**src/rtl/baby_run_control.sv**
```systemverilog
// rtl/baby_run_control.sv - front-panel run/stop/single-step controller for the Baby
// Synchronises and debounces the panel switches and drives the run flip-flop S/R inputs.
module baby_run_control #(
    parameter int DEBOUNCE_W = 4
) (
    input  logic       reset,
    input  logic       s_clock,
    input  logic       tick,
    input  logic       run_sw,
    input  logic       stop_sw,
    input  logic       step_sw,
    input  logic       stp_exec,
    input  logic       cycle_end,
    input  logic       run_q,
    output logic       set_run,
    output logic       clr_run,
    output logic [1:0] mode,
    output logic       desync
);

    typedef enum logic [1:0] {
        IDLE      = 2'b00,
        RUNNING   = 2'b01,
        STEP_WAIT = 2'b10
    } state_t;

    localparam int SW_RUN  = 0;
    localparam int SW_STOP = 1;
    localparam int SW_STEP = 2;

    // Value one below all-ones: the next increment would complete the stable window.
    localparam logic [DEBOUNCE_W-1:0] CNT_LAST = {{(DEBOUNCE_W-1){1'b1}}, 1'b0};
    localparam logic [DEBOUNCE_W-1:0] CNT_ONE  = {{(DEBOUNCE_W-1){1'b0}}, 1'b1};

    logic [2:0]                 w_raw;
    logic [2:0]                 r_sync1;
    logic [2:0]                 r_sync2;
    logic [2:0]                 r_deb;
    logic [2:0]                 r_prev;
    logic [2:0]                 r_press;
    logic [2:0][DEBOUNCE_W-1:0] r_cnt;

    state_t r_state;
    state_t w_next_state;
    logic   w_set;
    logic   w_clr;
    logic   w_halt;
    logic   r_set_run;
    logic   r_clr_run;
    logic   r_desync_seen;
    logic   r_desync;

    assign w_raw = {step_sw, stop_sw, run_sw};

    always_ff @(posedge s_clock or posedge reset) begin
        if (reset) begin
            r_sync1 <= 3'b000;
            r_sync2 <= 3'b000;
        end else begin
            r_sync1 <= w_raw;
            r_sync2 <= r_sync1;
        end
    end

    always_ff @(posedge s_clock or posedge reset) begin
        if (reset) begin
            r_deb   <= 3'b000;
            r_prev  <= 3'b000;
            r_press <= 3'b000;
            r_cnt   <= '0;
        end else if (tick) begin
            r_prev  <= r_deb;
            r_press <= r_deb & ~r_prev;
            for (int i = 0; i < 3; i++) begin
                if (r_sync2[i] == r_deb[i]) begin
                    r_cnt[i] <= '0;
                end else if (r_cnt[i] == CNT_LAST) begin
                    r_deb[i] <= ~r_deb[i];
                    r_cnt[i] <= '0;
                end else begin
                    r_cnt[i] <= r_cnt[i] + CNT_ONE;
                end
            end
        end
    end

    assign w_halt = r_press[SW_STOP] | stp_exec;

    always_comb begin
        w_next_state = r_state;
        w_set        = 1'b0;
        w_clr        = 1'b0;
        case (r_state)
            IDLE: begin
                if (w_halt) begin
                    w_next_state = IDLE;
                end else if (r_press[SW_STEP]) begin
                    w_set        = 1'b1;
                    w_next_state = STEP_WAIT;
                end else if (r_press[SW_RUN]) begin
                    w_set        = 1'b1;
                    w_next_state = RUNNING;
                end
            end
            RUNNING: begin
                if (w_halt) begin
                    w_clr        = 1'b1;
                    w_next_state = IDLE;
                end
            end
            STEP_WAIT: begin
                if (w_halt || cycle_end) begin
                    w_clr        = 1'b1;
                    w_next_state = IDLE;
                end
            end
            default: begin
                w_next_state = IDLE;
            end
        endcase
    end

    // Outputs only move on tick edges, so a pulse stretches across tick=0 gaps.
    always_ff @(posedge s_clock or posedge reset) begin
        if (reset) begin
            r_state   <= IDLE;
            r_set_run <= 1'b0;
            r_clr_run <= 1'b0;
        end else if (tick) begin
            r_state   <= w_next_state;
            r_set_run <= w_set;
            r_clr_run <= w_clr;
        end
    end

    always_ff @(posedge s_clock or posedge reset) begin
        if (reset) begin
            r_desync_seen <= 1'b0;
            r_desync      <= 1'b0;
        end else if (tick) begin
            if ((r_state != IDLE) && !run_q) begin
                r_desync_seen <= 1'b1;
                r_desync      <= r_desync_seen;
            end else begin
                r_desync_seen <= 1'b0;
                r_desync      <= 1'b0;
            end
        end
    end

    assign set_run = r_set_run;
    assign clr_run = r_clr_run;
    assign mode    = r_state;
    assign desync  = r_desync;

endmodule

```
**config.mk**
```make
export PLATFORM = sky130hd
export DESIGN_NAME = baby_run_control
export DESIGN_NICKNAME = d
export VERILOG_FILES = /design/src/rtl/baby_run_control.sv
export SDC_FILE = /design/constraint.sdc
export NUM_CORES = 1
export LEC_CHECK = 0
export CAP_MARGIN = 20
export CORE_MARGIN = 2
export CORE_UTILIZATION = 55
export DETAILED_ROUTE_END_ITERATION = 12
export PLACE_DENSITY = 0.81
export SLEW_MARGIN = 20
export SYNTH_ARGS = -nofsm -noshare
export SYNTH_HDL_FRONTEND = slang
export SYNTH_SLANG_ARGS = --single-unit
```
**constraint.sdc**
```tcl
create_clock -name s_clock -period 1.5 [get_ports s_clock]
set_input_delay 0.15 -clock s_clock [delete_from_list [all_inputs] [get_ports s_clock]]
set_output_delay 0.15 -clock s_clock [all_outputs]
set_load 0.01 [all_outputs]
```
---- Word-level counts from Yosys, hierarchy flattened ----
Cells that the tools add are included.
storage, ports and cells
  output and inout port bits .............. 5
  RAM bits ................................ 0
  memory bits (read-only) ................. 0
  logic and storage cells ................. 68
  bits in registers ....................... 33
  bits in latches ......................... 0
  memories kept ........................... 0
operators by class
  shift-type cells ........................ 0
  add/subtract/negate cells ............... 3
  multiply operators ...................... 0
  div/mod/pow operators ................... 0
  eq/ne operators ......................... 11
  reduce and logical (&&, ||, !) cells .... 9
  $lt $le $gt $ge ......................... 0
  multiplexer cells ....................... 21
  bitwise gates (word level) .............. 9
operators by type and width
  kind                                                                    count
  4-bit two-way mux                                                       6
  4-bit by 1-bit adder with 4-bit output (second input constant)          3
  4-bit equality test (second input constant)                             3
  2-bit two-way mux                                                       5
  3-bit AND reduction                                                     3
  1-bit two-way mux                                                       8
  1-bit NOT                                                               6
  2-bit one-hot mux with 3 select lines                                   1
  2-bit inequality test (second input constant)                           2
  4-bit inequality test (second input constant)                           1
  4-bit AND reduction                                                     1
  3-bit AND                                                               1
  1-bit equality test                                                     3
  3-bit NOT                                                               1
  2-bit by 1-bit equality test with 1-bit output (second input constant)  1
  2-bit equality test (second input constant)                             1
  2-bit logical NOT                                                       1
  1-bit one-hot mux with 2 select lines                                   1
  2-bit nonzero test                                                      1
  1-bit logical AND                                                       1
  1-bit logical NOT                                                       1
  1-bit logical OR                                                        1
  1-bit OR                                                                1

---- Longest topological paths before layout ----
Gate-level depths: netlist of run 1.
  depth after elaboration ................. 4
  depth in mapped cells ................... 6

---- Worst setup path before layout of run 1 ----
OpenSTA, ideal clock, no wires.
  path kind ............................... register to register
  start ................................... reg r_state[0] (netlist: mode[0])
  end ..................................... reg r_state[1] (netlist: mode[1])
  data required time ...................... 1.375 ns
  stages on the path, launching flop included .. 7
  slack ................................... 0.097 ns
  arrival time ............................ 1.278 ns
  setup time .............................. 0.125 ns
  path through ............................ dfrtp_1 > inv_1 > ha_1 > nor2b_1 > o21ai_0 > o211a_1 > o22ai_1
on the way
  cells in the longest elaborated chain, start to end .. 3
  elaborated cells on any way between the ends .. 8
  those cells by class .................... eq/ne (5); mux (1); reduce/logical (2)
ends and longest elaborated chain
  what                                                                             line  text
  start: declaration                                                               43    state_t r_state;
  start signal: assignment                                                         130   r_state <= w_next_state;
  2-bit equality test, or another cell as far along                                93    case (r_state)
  2-bit inequality test (no line) / 4-bit inequality test (equally long branches)  --
  4-bit AND reduction (no line)                                                    --
Parallel ways exist; a longest one is shown, timed or not.
A chain may end at the register's enable or synchronous reset.

---- Worst setup path after layout of run 1 ----
  start ................................... reg r_state[1] (netlist: mode[1])
  end ..................................... out mode[1]
RTL lines
  what              line  text
  end: declaration  17    output logic [1:0] mode,
No word-level cell between the ends.

==> impl_results.html, run 1 <==
<table>
<tr><th>Metric</th><th>Value</th></tr>
<tr><th colspan="2">Floorplan</th></tr>
<tr><td>Core Box Area</td><td>2710 sq um</td></tr>
<tr><td>Initial cell density of the core</td><td>57.2%</td></tr>
<tr><td>Die height</td><td>57.1 um</td></tr>
<tr><td>Horiz. Die Dim</td><td>57.1 um</td></tr>
<tr><td>Die outline area</td><td>3260 sq um</td></tr>
<tr><td># IOs</td><td>14</td></tr>
<tr><td>Number of placement rows</td><td>19</td></tr>
<tr><th colspan="2">Detailed routing</th></tr>
<tr><td>WL per Instance</td><td>12.8 um</td></tr>
<tr><td>Count of routing violations after the opening detailed-route iteration</td><td>38</td></tr>
<tr><td>Final routed wirelength across all metal layers</td><td>2.46 mm</td></tr>
<tr><td>Mean number of vias per cell</td><td>5.55</td></tr>
<tr><td>DR DRC count</td><td>0</td></tr>
<tr><td>ANT nets after route</td><td>0</td></tr>
<tr><td>Count of vias placed by the detailed router</td><td>1065</td></tr>
<tr><td>Drt pass-1 iters</td><td>4</td></tr>
<tr><th colspan="2">Critical path</th></tr>
<tr><td>Worst stage delay on the critical path</td><td>0.55 ns</td></tr>
<tr><td>Critical path buffers and inverters</td><td>1</td></tr>
<tr><td>Critical path start-end classification</td><td>register to output port</td></tr>
<tr><td>Critical Path, Cell by Cell</td><td>clkdlybuf4s50_1</td></tr>
<tr><td>Nature of the critical path endpoint</td><td>output port</td></tr>
<tr><td>Cell with the largest stage delay on the worst path</td><td>sky130_fd_sc_hd__clkdlybuf4s50_1</td></tr>
<tr><td>Worst Path Arrival</td><td>1.26 ns</td></tr>
<tr><td>Flop2flop setup slack</td><td>0.15 ns</td></tr>
<tr><td>Required time at the endpoint of the critical path</td><td>1.35 ns</td></tr>
<tr><td>Startpoint Class</td><td>register</td></tr>
<tr><td>Worst flop-to-flop path endpoint</td><td>mode[1]</td></tr>
<tr><td>Peak fanout along the critical path</td><td>3</td></tr>
<tr><td>Count of cells along the worst register-to-register path</td><td>6</td></tr>
<tr><td>Dominant delay contributor by cell family on the critical path</td><td>buffers and inverters</td></tr>
<tr><td>Reg-to-Reg Start</td><td>mode[0]</td></tr>
<tr><th colspan="2">Hold path</th></tr>
<tr><td>Hold crit path type</td><td>input pin to async pin</td></tr>
<tr><th colspan="2">Synthesis</th></tr>
<tr><td>Share of flip-flops with an asynchronous set or reset after synthesis</td><td>100%</td></tr>
<tr><td>Avg Synthesized Cell Area</td><td>11.0 sq um</td></tr>
<tr><td>Synthesized instance count</td><td>141</td></tr>
<tr><td>Synthesized netlist net count</td><td>157</td></tr>
<tr><td>Unique cell type count in the Yosys netlist</td><td>32</td></tr>
<tr><td>Total of flip-flops plus latches after synthesis</td><td>33</td></tr>
<tr><td>Most used flip-flop cell after synthesis</td><td>sky130_fd_sc_hd__dfrtp_1</td></tr>
<tr><td>Warning count from the yosys run</td><td>0</td></tr>
<tr><td>Part of the Yosys area used for sequential elements</td><td>53.2%</td></tr>
<tr><td>Count of flip-flops with a built-in enable after synthesis</td><td>0</td></tr>
<tr><td>Total standard cell area after synthesis</td><td>1550 sq um</td></tr>
<tr><th colspan="2">STA</th></tr>
<tr><td>Final setup slack of the worst path</td><td>0.0932 ns</td></tr>
<tr><td>Maximum clock skew at final layout</td><td>0.00468 ns</td></tr>
<tr><td>Relative max-transition margin</td><td>72.8%</td></tr>
<tr><td>Period utilization</td><td>93.8%</td></tr>
<tr><td>Final Hold Violating Endpoints</td><td>0</td></tr>
<tr><td>Number of failing setup endpoints in the final timing report</td><td>0</td></tr>
<tr><td>Number of max-slew violations in the final report</td><td>0</td></tr>
<tr><td>Setup TNS Final</td><td>0 ns</td></tr>
<tr><td>Unrepaired setup endpoints after global routing</td><td>no</td></tr>
<tr><td>Maximum operating frequency</td><td>711 MHz</td></tr>
<tr><td>Final critical path time including I/O delays and setup</td><td>1.41 ns</td></tr>
<tr><td>Worst Tran Pin Value</td><td>0.408 ns</td></tr>
<tr><th colspan="2">Job</th></tr>
<tr><td>Max Cap Violations</td><td>0</td></tr>
<tr><th colspan="2">Global route</th></tr>
<tr><td>Maximum number of pins on one net before global-route repair</td><td>34</td></tr>
<tr><td>Global-route wire length before repair</td><td>4.37 mm</td></tr>
<tr><td>Number of global-route vias before repair</td><td>1027</td></tr>
<tr><td>Initial antenna violation count</td><td>0</td></tr>
<tr><td>Overall global routing resource usage</td><td>17.9%</td></tr>
<tr><td>Overflow after GRT</td><td>0</td></tr>
<tr><th colspan="2">Power</th></tr>
<tr><td>Total power per unit cell area</td><td>895 nW/um^2</td></tr>
<tr><td>Total leakage power</td><td>0.859 nW</td></tr>
<tr><td>VDD IR-drop max</td><td>663 uV</td></tr>
<tr><th colspan="2">Clocking</th></tr>
<tr><td>Clk buf depth</td><td>2</td></tr>
<tr><td>CTS tree</td><td>done</td></tr>
<tr><td>Clock sink count</td><td>33</td></tr>
<tr><td>Post CTS Setup Buffer Count</td><td>0</td></tr>
<tr><td>CTS HTree Levels</td><td>2</td></tr>
<tr><td>Resized cells post-CTS</td><td>0</td></tr>
<tr><td>Clock slew seen by the registers of the worst setup and hold paths</td><td>0.09 ns</td></tr>
<tr><td>Post-CTS Hold Fix Bufs</td><td>0</td></tr>
<tr><td>Number of buffers inserted during clock tree synthesis</td><td>5</td></tr>
<tr><td>Root cell of the clock tree</td><td>sky130_fd_sc_hd__clkbuf_4</td></tr>
<tr><td>Skew-Pair Late Insertion Delay</td><td>0.33 ns</td></tr>
<tr><th colspan="2">Place</th></tr>
<tr><td># placed instances</td><td>185</td></tr>
<tr><td>Weighted congestion reported at the end of routability-driven placement</td><td>0.816</td></tr>
<tr><td>Detailed Place HPWL</td><td>1.76 mm</td></tr>
<tr><td>Pre-CTS WS</td><td>0.0398 ns</td></tr>
<tr><td>I/O Buffers</td><td>13</td></tr>
<tr><th colspan="2">Layout</th></tr>
<tr><td>Antenna Cells</td><td>0</td></tr>
<tr><td>Final standard cell count with taps included and fillers excluded</td><td>192</td></tr>
<tr><td>Nets@finish</td><td>177</td></tr>
<tr><td>Layout cells sized above 1</td><td>16.1%</td></tr>
<tr><td>Area grow syn2layout</td><td>16.0%</td></tr>
<tr><th colspan="2">Outcome</th></tr>
<tr><td>Run status</td><td>complete, no violations</td></tr>
</table>
-- cell families after synthesis --
kind of cell | after synthesis | share of synthesized area [%]
fa+ha+maj | 7 | 5.64
flops | 33 | 53.2
xor+xnor | 4 | 3.23
compound gates | 30 | 12.2
buf+inv | 19 | 5.08
simple gates | 39 | 14.2
mux | 9 | 6.45
-- Yosys cell counts, types with 2 or more instances --
master / instances / area share, %
sky130_fd_sc_hd__nor3_2: 2 / 1.3
sky130_fd_sc_hd__nor2_1: 6 / 1.5
sky130_fd_sc_hd__inv_1: 15 / 3.6
sky130_fd_sc_hd__nand4b_1: 2 / 1.1
sky130_fd_sc_hd__mux2_2: 8 / 5.8
sky130_fd_sc_hd__and3_1: 2 / 0.81
sky130_fd_sc_hd__o21ai_0: 12 / 3.9
sky130_fd_sc_hd__nand3b_1: 2 / 0.97
sky130_fd_sc_hd__nand3_1: 6 / 1.9
sky130_fd_sc_hd__nand2_2: 2 / 0.81
sky130_fd_sc_hd__a21o_1: 3 / 1.5
sky130_fd_sc_hd__a21bo_1: 2 / 1.3
sky130_fd_sc_hd__o22ai_1: 4 / 1.6
sky130_fd_sc_hd__o21ai_1: 4 / 1.3
sky130_fd_sc_hd__buf_2: 3 / 0.97
sky130_fd_sc_hd__xor2_2: 2 / 2.1
sky130_fd_sc_hd__nand4_1: 4 / 1.6
sky130_fd_sc_hd__nand2_1: 9 / 2.2
sky130_fd_sc_hd__ha_1: 7 / 5.6
sky130_fd_sc_hd__dfrtp_1: 33 / 53
sky130_fd_sc_hd__nor3_1: 2 / 0.65
-- metal layers --
layer / track usage [%] / vias up / share of wire, %
met4: 7.97 / 0 / 2.2
met1: 21.4 / 504 / 43
li1: - / 529 / -
met5: 0 / - / 0
met3: 6.58 / 6 / 5.8
met2: 28.9 / 26 / 49
-- cell usage in the layout (no fill, tap or decap), drive strengths merged --
| cell | count |
|---|---|
| a21bo | 2 |
| a21o | 3 |
| a21oi | 1 |
| a2bb2oi | 1 |
| and3 | 2 |
| buf | 4 |
| clkbuf | 7 |
| clkdlybuf4s50 | 13 |
| dfrtp | 33 |
| ha | 7 |
| inv | 15 |
| mux2 | 8 |
| mux2i | 1 |
| nand2 | 11 |
| nand3 | 6 |
| nand3b | 2 |
| nand4 | 4 |
| nand4b | 2 |
| nor2 | 6 |
| nor2b | 1 |
| nor3 | 4 |
| nor4b | 1 |
| o2111ai | 1 |
| o211a | 1 |
| o21ai | 16 |
| o22ai | 4 |
| o311ai | 1 |
| xnor2 | 1 |
| xor2 | 3 |
-- worst reg2reg max path: cells and delay by family, from the launching register on --
family | cells | cell delay (ns)
and+or+nand+nor | 1 | 0.14
adders and majority gates | 1 | 0.23
buffers and inverters | 1 | 0.09
DFF | 1 | 0.38
AOI/OAI and AO/OA | 3 | 0.40
-- flip-flops by register name, indices dropped and copies added, names as in the netlist --
name           cells
r_cnt             12
r_deb              3
r_press            3
r_prev             3
r_sync1            3
r_sync2            3
mode               2
clr_run            1
desync             1
r_desync_seen      1
set_run            1
-- stage by stage --
step	util, %	hold WS (ns)	power, mW	cell area [sq um]
6_report	66.4	0.191	1.61	1800
5_1_grt	66.4	0.226	1.71	1800
4_1_cts	66.3	0.187	1.64	1800
3_5_place_dp	64.2	0.336	1.15	1740
3_3_place_gp	64.2	0.335	1.14	1740
2_1_floorplan	-	0.181	1.09	1550
-- how the worst max path moves through the flow --
stage | from | end | slack [ns] | cells past startpoint
floorplan | mode[0] | mode[1] | 0.1 | 6
global placement | tick | r_deb[0] | 0.11 | 4
detailed placement | mode[0] | mode[1] | 0.04 | 6
CTS | mode[0] | mode[1] | 0.01 | 6
global route | mode[0] | mode[0] | 0.02 | 6
finish | mode[1] | mode[1] | 0.09 | 1
-- power by group --
part	switching [mW]	total (mW)	leakage, nW	internal (mW)
logic	0.0881	0.168	0.387	0.0803
registers	0.0356	0.963	0.440	0.928
clock network	0.258	0.479	0.0314	0.221
-- cell type report --
cell class | count | area (sq um)
flip-flops and latches | 33 | 826
clock buffers | 7 | 55.1
inverters | 15 | 56.3
fillers | 216 | 911
multi-input cells | 89 | 651
repair buffers | 17 | 173
well taps | 31 | 38.8
Note: power is estimated with default switching activity, not from simulation.
==> run 2: changes to the inputs <==
--- a/config.mk
+++ b/config.mk
@@ -5,9 +5,10 @@
 export SDC_FILE = /design/constraint.sdc
 export NUM_CORES = 1
 export LEC_CHECK = 0
-export CAP_MARGIN = 20
+export CAP_MARGIN = 30
 export CORE_MARGIN = 2
 export CORE_UTILIZATION = 55
+export CTS_CLUSTER_SIZE = 30
 export DETAILED_ROUTE_END_ITERATION = 12
 export PLACE_DENSITY = 0.81
 export SLEW_MARGIN = 20
==> results of run 2 <==
Same layout as run 1: the final DEF is identical, and so are final timing and power.
